<file path="src/rtl/noise_gate.sv">
// noise_gate: first effect stage of the guitar chain. Tracks a peak envelope of the
// incoming samples and gates the signal through a five-state gain machine
// (closed -> opening -> open -> hold -> closing). The 3-bit level picks the open
// threshold; level 0 or i_en=0 passes samples straight through.
//
// Ports:
//   i_AUD_BCLK   clock
//   i_rst_n      asynchronous active-low reset
//   i_en         1 = gate active, 0 = bypass
//   i_level      threshold select (T = 64 << (level-1)); 0 = bypass
//   i_valid      one-cycle strobe qualifying i_sample
//   i_sample     signed input sample
//   o_valid      one-cycle strobe, asserted exactly one cycle after i_valid
//   o_sample     signed gated sample, held between strobes
//   o_gate_open  high while the gate is opening, open or holding
module noise_gate #(
  parameter int unsigned DW           = 16,
  parameter int unsigned HOLD_SAMPLES = 2048,
  parameter int unsigned ENV_SHIFT    = 4,
  parameter int unsigned ATTACK_STEP  = 16
) (
  input  logic                 i_AUD_BCLK,
  input  logic                 i_rst_n,
  input  logic                 i_en,
  input  logic [2:0]           i_level,
  input  logic                 i_valid,
  input  logic signed [DW-1:0] i_sample,
  output logic                 o_valid,
  output logic signed [DW-1:0] o_sample,
  output logic                 o_gate_open
);

  // Envelope / magnitude width: |sample| saturates to DW-1 bits.
  localparam int unsigned AW = DW - 1;
  // Gain is 0..256 where 256 is unity.
  localparam int unsigned GW = 9;
  // Product width: |sample| * 256 fits in DW+8 signed bits.
  localparam int unsigned PW = DW + 8;
  localparam int unsigned HW = (HOLD_SAMPLES > 1) ? $clog2(HOLD_SAMPLES) : 1;

  localparam logic [GW-1:0] GainUnity = GW'(256);
  localparam logic [GW-1:0] GainStep  = GW'(ATTACK_STEP);
  localparam logic [HW-1:0] HoldLast  = HW'(HOLD_SAMPLES - 1);
  localparam logic [DW-1:0] SampleMin = {1'b1, {AW{1'b0}}};

  typedef enum logic [2:0] {
    StClosed,
    StOpening,
    StOpen,
    StHold,
    StClosing
  } state_e;

  state_e        state_q, state_d;
  logic [AW-1:0] env_q, env_d;
  logic [GW-1:0] gain_q, gain_d;
  logic [HW-1:0] hold_q, hold_d;

  logic [AW-1:0]        abs_sample;
  logic [AW-1:0]        thr_open;
  logic [AW-1:0]        thr_close;
  logic                 open_hit;
  logic                 close_hit;
  logic                 bypass;
  logic [GW:0]          gain_sum;
  logic [GW-1:0]        gain_up;
  logic signed [DW-1:0] gated;

  // Magnitude of the input; the most negative code saturates to full scale.
  always_comb begin
    if (i_sample == SampleMin) begin
      abs_sample = {AW{1'b1}};
    end else begin
      abs_sample = AW'(i_sample[DW-1] ? -i_sample : i_sample);
    end
  end

  // Peak envelope: instant attack, exponential decay on quieter samples.
  always_comb begin
    if (abs_sample > env_q) begin
      env_d = abs_sample;
    end else begin
      env_d = env_q - (env_q >> ENV_SHIFT);
    end
  end

  // Thresholds and comparisons, all on the updated envelope.
  always_comb begin
    thr_open  = AW'(32'd64) << (i_level - 3'd1);
    thr_close = thr_open >> 1;
    open_hit  = (env_d >= thr_open);
    close_hit = (env_d < thr_close);
    bypass    = !i_en || (i_level == 3'd0);
  end

  // Attack increment, clamped at unity.
  always_comb begin
    gain_sum = {1'b0, gain_q} + {1'b0, GainStep};
    if (gain_sum >= {1'b0, GainUnity}) begin
      gain_up = GainUnity;
    end else begin
      gain_up = gain_sum[GW-1:0];
    end
  end

  // Signed sample times unsigned gain, arithmetic shift by 8 (floor). Uses the gain
  // in effect before this sample's update.
  always_comb begin
    gated = DW'((PW'(i_sample) * PW'($signed({1'b0, gain_q}))) >>> 8);
  end

  // Gain state machine next-state logic.
  always_comb begin
    state_d = state_q;
    gain_d  = gain_q;
    hold_d  = hold_q;
    if (bypass) begin
      state_d = StOpen;
      gain_d  = GainUnity;
    end else begin
      unique case (state_q)
        StClosed: begin
          if (open_hit) begin
            state_d = StOpening;
            gain_d  = GainStep;
          end
        end
        StOpening: begin
          gain_d = gain_up;
          if (gain_up == GainUnity) begin
            state_d = StOpen;
          end
        end
        StOpen: begin
          // Inside the hysteresis band nothing changes.
          if (close_hit) begin
            state_d = StHold;
            hold_d  = '0;
          end
        end
        StHold: begin
          if (open_hit) begin
            state_d = StOpen;
          end else if (hold_q == HoldLast) begin
            state_d = StClosing;
          end else begin
            hold_d = hold_q + HW'(1);
          end
        end
        StClosing: begin
          // A loud sample retriggers the attack from the current gain.
          if (open_hit) begin
            state_d = StOpening;
            gain_d  = gain_up;
          end else if (gain_q <= GW'(1)) begin
            state_d = StClosed;
            gain_d  = '0;
          end else begin
            gain_d = gain_q - GW'(1);
          end
        end
        default: begin
          state_d = StClosed;
          gain_d  = '0;
        end
      endcase
    end
  end

  // State and registered outputs; everything advances only on valid samples.
  always_ff @(posedge i_AUD_BCLK or negedge i_rst_n) begin
    if (!i_rst_n) begin
      state_q     <= StClosed;
      env_q       <= '0;
      gain_q      <= '0;
      hold_q      <= '0;
      o_valid     <= 1'b0;
      o_sample    <= '0;
      o_gate_open <= 1'b0;
    end else begin
      o_valid <= i_valid;
      if (i_valid) begin
        state_q     <= state_d;
        env_q       <= env_d;
        gain_q      <= gain_d;
        hold_q      <= hold_d;
        o_sample    <= bypass ? i_sample : gated;
        o_gate_open <= (state_d == StOpening) || (state_d == StOpen) || (state_d == StHold);
      end
    end
  end

endmodule

</file>
<file path="config.mk">
export PLATFORM = sky130hd
export DESIGN_NAME = noise_gate
export DESIGN_NICKNAME = d
export VERILOG_FILES = /design/src/rtl/noise_gate.sv
export SDC_FILE = /design/constraint.sdc
export NUM_CORES = 1
export LEC_CHECK = 0
export ABC_AREA = 1
export BUFFER_PORTS_ARGS = -buffer_cell sky130_fd_sc_hd__buf_2
export CAP_MARGIN = 0
export CELL_PAD_IN_SITES_DETAIL_PLACEMENT = 1
export CELL_PAD_IN_SITES_GLOBAL_PLACEMENT = 1
export CORE_UTILIZATION = 51
export CTS_CLUSTER_DIAMETER = 200
export DETAILED_ROUTE_END_ITERATION = 16
export PLACE_DENSITY_LB_ADDON = 0.1
export SYNTH_ARGS = -nofsm -noshare
export SYNTH_HDL_FRONTEND = slang
export SYNTH_SLANG_ARGS = --single-unit
</file>
<file path="constraint.sdc">
create_clock -name i_AUD_BCLK -period 16.4 [get_ports i_AUD_BCLK]
set_input_delay 0.82 -clock i_AUD_BCLK [delete_from_list [all_inputs] [get_ports i_AUD_BCLK]]
set_output_delay 0.82 -clock i_AUD_BCLK [all_outputs]
set_load 0.01 [all_outputs]
</file>
==> results of run 1 <==
==> registers in the layout (all words and copies together) (netlist names) <==
signal,count
hold_q,11
gain_q,9
o_gate_open,1
o_sample,16
state_q,3
env_q,15
o_valid,1
==> routing by layer <==
metal  part of all wire (%)  track usage [%]  vias up
met1                     42             40.6     4770
li1                       -                -     4581
met5                      0                0        -
met3                    4.2             3.45       77
met4                    3.7             11.7        0
met2                     50             55.8      205
==> metrics by stage <==
stage | utilization [%] | std cells
final | 54.4 | 1772
after global routing | 54.4 | 1772
after floorplan | - | 1505
after detailed placement | 53.6 | 1764
after global placement | 53.6 | 1764
after CTS | 54.4 | 1772
==> logic make-up (layout without fill, tap and decap cells) <==
kind of cell	Yosys count	in the layout	synth area share, %
compound gates	170	170	9.33
simple gates	633	633	26.3
fa+ha+maj	210	210	33.1
flops	56	56	13.3
buf+inv	396	393	14.7
xor+xnor	40	40	3.32
==> worst max-delay path, cell delays in order (launching register included) <==
cell                        delay [ps]
sky130_fd_sc_hd__dfrtp_1          1040
sky130_fd_sc_hd__nand2_1           210
sky130_fd_sc_hd__fa_1              540
sky130_fd_sc_hd__fa_1              500
sky130_fd_sc_hd__inv_1              60
sky130_fd_sc_hd__fa_1              510
sky130_fd_sc_hd__fa_1              520
sky130_fd_sc_hd__fa_1              510
sky130_fd_sc_hd__ha_1              370
sky130_fd_sc_hd__a21oi_1           140
sky130_fd_sc_hd__o21ai_0           110
sky130_fd_sc_hd__o21bai_1          170
sky130_fd_sc_hd__nor2_1            330
sky130_fd_sc_hd__o21ai_0           270
sky130_fd_sc_hd__nand2_1           110
sky130_fd_sc_hd__o2111ai_1         130
sky130_fd_sc_hd__or2_2             310
sky130_fd_sc_hd__nand3_1            70
sky130_fd_sc_hd__o211ai_1           90
==> cells in the final DEF, fill, tap and decap left out, drive strengths merged, types with 2 or more instances in the layout <==
cell type  count
o221ai         4
clkinv         4
o21bai         4
clkbuf         5
a21boi         2
a31oi          4
nor3          15
or2            8
fa           115
buf           41
dfrtp         56
and2           2
xor2          29
o41ai          2
ha            95
nand3         94
nor2          78
inv          342
o211ai        11
o21a           3
nand4         14
xnor2         11
nand3b         3
nand2        414
o21ai         78
nor4           3
a21oi         57
==> where the power goes <==
part,switching (uW),internal (uW)
Sequential,55.5,184
Combinational,659,368
Clock,67.4,58.6
Total,782,611
==> worst max path at each step <==
stage	slack [ps]	end	depth (start not counted)	startpoint
final	10240	o_sample[14]$_DFFE_PN0P_	18	gain_q[6]$_DFFE_PN0P_
after CTS	10240	o_sample[14]$_DFFE_PN0P_	18	gain_q[6]$_DFFE_PN0P_
after global routing	9850	o_sample[14]$_DFFE_PN0P_	20	gain_q[2]$_DFFE_PN0P_
after global placement	10260	o_sample[14]$_DFFE_PN0P_	21	i_sample[8]
after detailed placement	10180	o_sample[14]$_DFFE_PN0P_	21	i_sample[9]
after floorplan	10590	o_sample[15]$_DFFE_PN0P_	21	i_sample[15]
==> layout make-up <==
type,instances,area [sq um]
Timing Repair Buffer,41,208
Clock inverter,3,27.5
Inverter,344,1300
Fill cell,2745,9230
Clock buffer,5,125
Sequential cell,56,1400
Tap cell,270,338
Multi-Input combinational cell,1053,7600
==> flow_results.org, run 1 <==
** Place
- Global placement routability congestion :: 0.900
- OpenSTA, run right after detailed placement, puts the worst setup slack at 10180 ps.
- Dpl cell area :: 10800 sq um
- Total of buffers placed on input and output ports :: 40
- DPL Wire Length :: 26200 um

** Timing
- Final number of hold-violating endpoints :: 0
- In this run the tightest slew margin relative to its limit is 28.1%.
- Setup repair after global routing left no endpoint under its margin.
- At the pin with the least slew margin, the transition time is 1080 ps.
- Max-slew violation total from the final report :: 0
- The final critical path takes up 37.6% of the cycle.
- On the final layout, the worst clock skew is 14.7 ps.
- Hold slack final :: 503 ps
- Setup violations remaining at the end of the flow were counted as 0.
- The worst path in the final design needs a cycle of 6160 ps, including I/O delays and setup.
- Derived from the worst setup path, the maximum achievable clock frequency is 162 MHz.
- Setup slack on the critical path of the routed design comes to 10240 ps.
- Setup total negative slack :: 0 ps

** Pwr
- Peak supply drop :: 54.9 uV
- Leakage power figure :: 0.00638 uW
- The design draws 1390 uW.
- Power spread over the standard cell area amounts to 127 nW/um^2.

** Routing
- Dividing the detail-routed wire length by the instance count gives 18.1 um.
- Number of vias in the routed layout :: 9633
- In this run the remaining antenna-violating nets after routing total 0.
- Wirelength, routed :: 32000 um
- Final routed DRC violation total :: 0
- Number of detailed-routing iterations run before antenna repair :: 4
- Number of vias per cell after detailed routing :: 5.44
- Number of violations reported at the end of detailed-routing iteration 0 :: 441

** Die
- The floorplan step set the die height to 146 um.
- I/O pin total :: 41
- The die is 146 um wide.
- Area of the core :: 20200 sq um
- Core Rows :: 52
- Area of the die :: 21300 sq um
- Initial core utilization :: 52.1%

** Min path
- Cell count of the worst hold path :: 2
- Worst min path class :: reg -> reg
- Sink of the worst hold path :: o_sample[4]$_DFFE_PN0P_
- The startpoint identified for the worst hold timing path is o_sample[4]$_DFFE_PN0P_.

** Global route
- Pin count of the biggest net entering global routing :: 57
- The initial antenna violation count is 0.
- The number of global-route vias before repair is 10300.
- Global-route congestion overflow total :: 0
- Wire length of the first global-routing pass :: 53200 um
- For this run, the total global-route usage over all layers was measured as 31.9%.

** Logic synthesis
- Async set or reset register ratio after synthesis :: 100%
- After synthesis the cells add up to 10500 sq um.
- Predominant post-synthesis flop cell :: sky130_fd_sc_hd__dfrtp_1
- Number of warnings reported in the yosys synthesis log :: 0
- By area the synthesized netlist is led by sky130_fd_sc_hd__fa_1, sky130_fd_sc_hd__nand2_1, sky130_fd_sc_hd__dfrtp_1, sky130_fd_sc_hd__inv_1, sky130_fd_sc_hd__ha_1.
- Each instance of the synthesized netlist takes up on average 7.01 sq um.
- The synthesized design contains 56 register bits.
- Netlist cell types :: 53
- Number of nets in the synthesized netlist :: 1738
- Area leader, netlist :: sky130_fd_sc_hd__fa_1
- Gate Count Post-Synth :: 1505
- Post-synth EDFFs :: 0
- After synthesis, flip-flops and latches occupy 13.3% of the total area.
- Synth top area share :: 21.8%
- The commonest cells after synthesis are sky130_fd_sc_hd__nand2_1, sky130_fd_sc_hd__inv_1, sky130_fd_sc_hd__fa_1.
- By instance count, the leading cell after synthesis is sky130_fd_sc_hd__nand2_1.

** Worst setup path
- Setup slack on the worst reg-to-reg path comes out at 10240 ps.
- Critical path class :: reg -> reg
- Measured in cells, the most critical reg-to-reg path has a length of 18.
- STA classifies the critical path startpoint as a flop.
- Along the worst path, the maximum fanout reaches 26.
- Worst endpoint required time :: 16570 ps
- The worst register-to-register path begins at gain_q[6]$_DFFE_PN0P_.
- Nature of the critical path endpoint :: flop
- In this run the critical register-to-register path is captured at o_sample[14]$_DFFE_PN0P_.
- Data on the critical path arrives at its endpoint at 6330 ps.

** CTS
- TritonCTS built the clock tree.
- After clock tree synthesis, the clock-pin slew on the worst setup and hold paths is 100 ps.
- Buffer count from post-CTS setup fixing :: 0
- CTS Buf Count :: 5
- Number of instances resized during post-cts repair :: 0
- The H-tree was split into 2 levels.
- TritonCTS sink count :: 56
- For this design, the CTS-stage hold fixing added 0 buffers.
- The root buffer cell chosen for the clock tree is sky130_fd_sc_hd__clkbuf_16.
- At the later pin of the worst-skew pair, clock insertion delay measures 320 ps.
- In this run the deepest clock path goes through 2 buffers.

** Layout
- With fillers left out, the area of the finished cells amounts to 11000 sq um.
- Cells with a size suffix above 1 make up 7.59% of the layout.
- Signed area change from the synthesized netlist to the final layout :: 4.28%
- Ant. Diodes :: 0
- Number of nets in the layout :: 1734

** Status
- The run finished with clean final reports.

** Run
- Total of max-cap violations :: 0
(Power assumes the default switching activity.)
==> run 2: changes to the inputs <==
--- a/config.mk
+++ b/config.mk
@@ -5,12 +5,12 @@
 export SDC_FILE = /design/constraint.sdc
 export NUM_CORES = 1
 export LEC_CHECK = 0
-export ABC_AREA = 1
+export ABC_AREA = 0
 export BUFFER_PORTS_ARGS = -buffer_cell sky130_fd_sc_hd__buf_2
 export CAP_MARGIN = 0
 export CELL_PAD_IN_SITES_DETAIL_PLACEMENT = 1
 export CELL_PAD_IN_SITES_GLOBAL_PLACEMENT = 1
-export CORE_UTILIZATION = 51
+export CORE_UTILIZATION = 49
 export CTS_CLUSTER_DIAMETER = 200
 export DETAILED_ROUTE_END_ITERATION = 16
 export PLACE_DENSITY_LB_ADDON = 0.1
==> constraint.sdc (replaced) <==
create_clock -name i_AUD_BCLK -period 5.7 [get_ports i_AUD_BCLK]
set_input_delay 0.285 -clock i_AUD_BCLK [delete_from_list [all_inputs] [get_ports i_AUD_BCLK]]
set_output_delay 0.285 -clock i_AUD_BCLK [all_outputs]
set_load 0.01 [all_outputs]
==> run 2 against run 1 <==
Compared with the run above:
- synthesized area down 9.3%
- die area down 5.5%
- critical endpoint is now o_sample[13]$_DFFE_PN0P_
- critical path type unchanged
- global-route usage up 0.64 points
- count of clock-buffer cells in the layout unchanged
- non-clock buffer count up 94
==> flow_results.org, run 2 <==
** Status
- The run finished with clean final reports.

** Timing
- Setup repair after global routing could not meet its margin everywhere.
- Final number of hold-violating endpoints :: 0 (unchanged)
- The ratio of final minimum period to clock period is 97.6% (+60 points).
- Period minus WS final :: 5560 ps (-599 ps)
- The total negative slack for setup checks came to 0 ps (unchanged).
- Clk_skew :: 15.3 ps (+0.619 ps)
- Maximum clock frequency :: 180 MHz (+11%)
- The worst hold margin was 137 ps (-367 ps).
- The headroom to the max-slew limit was 40.9% (+13 points).
- The total count of max-transition violations in the final report came to 0 (unchanged).
- The number of setup violations in the final report was 0 (unchanged).
- Transition at the pin with the smallest max-transition slack :: 886 ps (-193 ps)

** Layout
- Number of flip-flops in the largest register :: 16 (unchanged)
- The final-stage net count is 1457 (-16%).
- Leaving out fill and tap cells, the most frequent cell in the layout is sky130_fd_sc_hd__inv_1.
- Share of layout cells above drive strength 1 :: 16.9% (+9.3 points)
- From synthesis to final layout, the design area changed by 14.3%.
- Most used cells in the layout excluding fill and tap cells :: sky130_fd_sc_hd__inv_1, sky130_fd_sc_hd__nand2_1, sky130_fd_sc_hd__fa_1, sky130_fd_sc_hd__ha_1, sky130_fd_sc_hd__buf_4
- Register with the highest flop count :: o_sample
- The largest registers in the layout are o_sample x16, env_q x15, hold_q x11.

** Logic synthesis
- Total standard cell area after synthesis :: 9570 sq um (-9.3%)
- Predominant post-synthesis flop cell :: sky130_fd_sc_hd__dfrtp_1
- By area the synthesized netlist is led by sky130_fd_sc_hd__fa_1, sky130_fd_sc_hd__dfrtp_1, sky130_fd_sc_hd__ha_1, sky130_fd_sc_hd__inv_1, sky130_fd_sc_hd__and2_1.
- The total nets after synthesis is 1372 (-21%).
- The count of mapped cells out of synthesis was 1139 (-24%).
- FF+latch count, synth :: 56 (unchanged)
- In the synthesized netlist, the cells that appear most often are sky130_fd_sc_hd__inv_1, sky130_fd_sc_hd__nand2_1, sky130_fd_sc_hd__fa_1.
- The count of flip-flops with a built-in enable after synthesis is 0 (unchanged).
- Synth top area share :: 24.0% (+2.2 points)
- Mean instance size in the synthesized netlist :: 8.40 sq um (+20%)
- Most used standard cell by instance count after synthesis :: sky130_fd_sc_hd__inv_1
- Async set or reset register ratio after synthesis :: 100% (unchanged)
- The distinct cell type count of the synthesized netlist came to 67 (+26%).
- The total number of yosys warnings is 0 (unchanged).
- Area leader, netlist :: sky130_fd_sc_hd__fa_1
- The part of the Yosys area used for sequential elements is 14.6% (+1.4 points).

** Pwr
- Peak supply drop :: 183 uV (+230%)
- Total power per unit cell area :: 285 nW/um^2 (+120%)
- The power after layout came to 3110 uW (+120%).
- The leakage power is 0.00544 uW (-15%).

** Worst setup path
- Critical path class :: reg -> reg
- Critical path fanouts, max :: 6 (-77%)
- Crit path max-delay cell type :: sky130_fd_sc_hd__fa_1
- Critical Path Most Common Cell :: sky130_fd_sc_hd__fa_1
- The critical path goes through nand2_1 > fa_1 > inv_1 > fa_1 > inv_1 > fa_1 > inv_1 > fa_1 > fa_1 > ha_4 > a21oi_2 > nor2b_1 > o21a_1 > o21ai_1 > nand2b_1 > a221oi_4 > o21ai_2 > buf_4 > or3_4 > nand3_4 > a31oi_1.
- The signal arrival time at the worst endpoint is 5730 ps (-600 ps).
- Nature of the critical path endpoint :: flop
- The maximum single-stage delay on the critical path was 590 ps (-450 ps).
- The worst setup path is launched from a flop.
- The critical path required time was 5870 ps (-10700 ps).

** CTS
- TritonCTS built the clock tree.
- TritonCTS sink count :: 56 (unchanged)
- CTS Hold Bufs :: 0 (unchanged)
- Insertion delay to the later sink of the worst-skew pair :: 320 ps (about the same)
- The number of buffers on the longest clock path is 2 (unchanged).
- H-tree lvl count :: 2 (unchanged)
- Clock tree synthesis selected as its root buffer the cell sky130_fd_sc_hd__clkbuf_16.
- The clock buffer count from CTS was 5 (unchanged).
- Clock-pin slew on the worst setup and hold paths :: 100 ps (about the same)

** Die
- The die outline width is 142 um (-2.8%).
- Initial core utilization :: 50.5% (-1.6 points)
- I/O pin total :: 41 (unchanged)
- Area of the core :: 19000 sq um (-6.3%)
- The area of the die is 20100 sq um (-5.5%).
- The number of placement rows is 50 (-3.8%).
- Die H :: 142 um (-2.8%)

** Global route
- Vias in the first global route :: 9326 (-9.4%)
- Global-route congestion overflow total :: 0 (unchanged)
- Wire length of the first global-routing pass :: 50000 um (-6.0%)
- Antenna violations before repair :: 2 (+2)
- The overall track demand over capacity in global routing came to 32.5% (+0.64 points).
- The maximum number of pins on one net before global-route repair came to 69 (+21%).

** Routing
- Final routed DRC violation total :: 0 (unchanged)
- Number of detailed-routing iterations run before antenna repair :: 5 (+1)
- The mean routed wirelength per cell was 20.8 um (+15%).
- Wirelength, routed :: 30900 um (-3.6%)
- Number of violations reported at the end of detailed-routing iteration 0 :: 477 (+8.2%)
- The remaining antenna violation count came to 0 (unchanged).
- The count of vias placed by the detailed router came to 8515 (-12%).
- The average via count per standard cell was 5.73 (+5.4%).

** Place
- The final weighted congestion of routability-driven global placement is 0.887 (-1.4%).
- The number of buffers added on ports was 40 (unchanged).
- DPL Wire Length :: 24600 um (-6.0%)

** Min path
- In this run the worst hold path is classified as in -> async.

** Run
- The count of maximum capacitance violations came to 0 (unchanged).
==> run 2: cell count changes after synthesis, moves of 11 or more <==
cell / change
sky130_fd_sc_hd__nor2b_1: +11
sky130_fd_sc_hd__a21o_1: +12
sky130_fd_sc_hd__clkbuf_1: +17
sky130_fd_sc_hd__inv_1: -174
sky130_fd_sc_hd__nand3_1: -64
sky130_fd_sc_hd__nand2_2: -12
sky130_fd_sc_hd__and3_1: +12
sky130_fd_sc_hd__nand2_1: -277
sky130_fd_sc_hd__and2_1: +87
sky130_fd_sc_hd__o21ai_2: -11
==> run 2: critical path: cells and delay by family, from the launching register on <==
kind,cells,cell delay [ps]
fa+ha+maj,6,2920
compound gates,6,950
simple gates,5,720
flops,1,440
buf+inv,4,380
==> run 2: layout make-up <==
class	instances	area (sq um)
clock buffers	5	125
diodes	1	2.50
multi-input cells	867	7520
flip-flops and latches	56	1410
clock inverters	3	27.5
well taps	260	325
inverters	159	597
repair buffers	135	937
fillers	2288	8010
==> run 2: routing by layer <==
metal  vias to the layer above  global-route usage [%]  part of all wire, %  routed length [um]
met1                      4346                    41.9                   44               13400
met2                       196                    57.0                   50               15300
met5                         -                       0                0.042                  13
met4                         2                    10.2                  2.9                 880
met3                        59                    3.85                  3.8                1170
li1                       3912                       -                    -                   -
==> run 2: cells by family after synthesis <==
family                     Yosys count  share of synthesized area (%)
DFF                                 56                           14.6
xor gates and xnor gates            43                           3.93
and+or+nand+nor                    386                           20.6
adders and majority gates          211                           36.6
muxes                               10                           1.11
AOI/OAI and AO/OA                  217                           14.6
buffers and inverters              216                           8.57
==> run 2: report_power, final <==
part | leakage, uW | internal, uW | switching, uW
clock | 0.0000719 | 169 | 201
combinational | 0.00469 | 938 | 1250
sequential | 0.000683 | 480 | 77.0
==> run 2: timing repair <==
| item | CTS | global route |
|---|---|---|
| setup endpoints to repair | 6 | 21 |
| resized for setup | 6 | 47 |
| buffers inserted | 0 | 6 |
| pin swaps | 0 | 28 |
==> run 2: path summary, 6_finish.rpt <==
path                                     startpoint  cells after the start                       end  slack (ps)
hold reg to reg            o_sample[11]$_DFFE_PN0P_                      1  o_sample[11]$_DFFE_PN0P_         490
setup reg to reg              gain_q[2]$_DFFE_PN0P_                     21  o_sample[13]$_DFFE_PN0P_         140
max in group asynchronous                   i_rst_n                      2     gain_q[6]$_DFFE_PN0P_        4920
hold / removal                              i_rst_n                      2      env_q[9]$_DFFE_PN0P_         140
min in group i_AUD_BCLK                i_sample[13]                      3  o_sample[13]$_DFFE_PN0P_         350
setup / recovery              gain_q[2]$_DFFE_PN0P_                     21  o_sample[13]$_DFFE_PN0P_         140
==> run 2: per-stage QoR <==
step	utilization (%)	worst slack (ps)	instances	instance area [sq um]
finish	57.7	139	1486	10900
global route	57.7	-100	1485	10900
CTS	56.6	6.51	1479	10700
global placement	55.7	-141	1471	10600
detailed placement	55.7	-259	1471	10600
floorplan	-	3.82	1139	9580
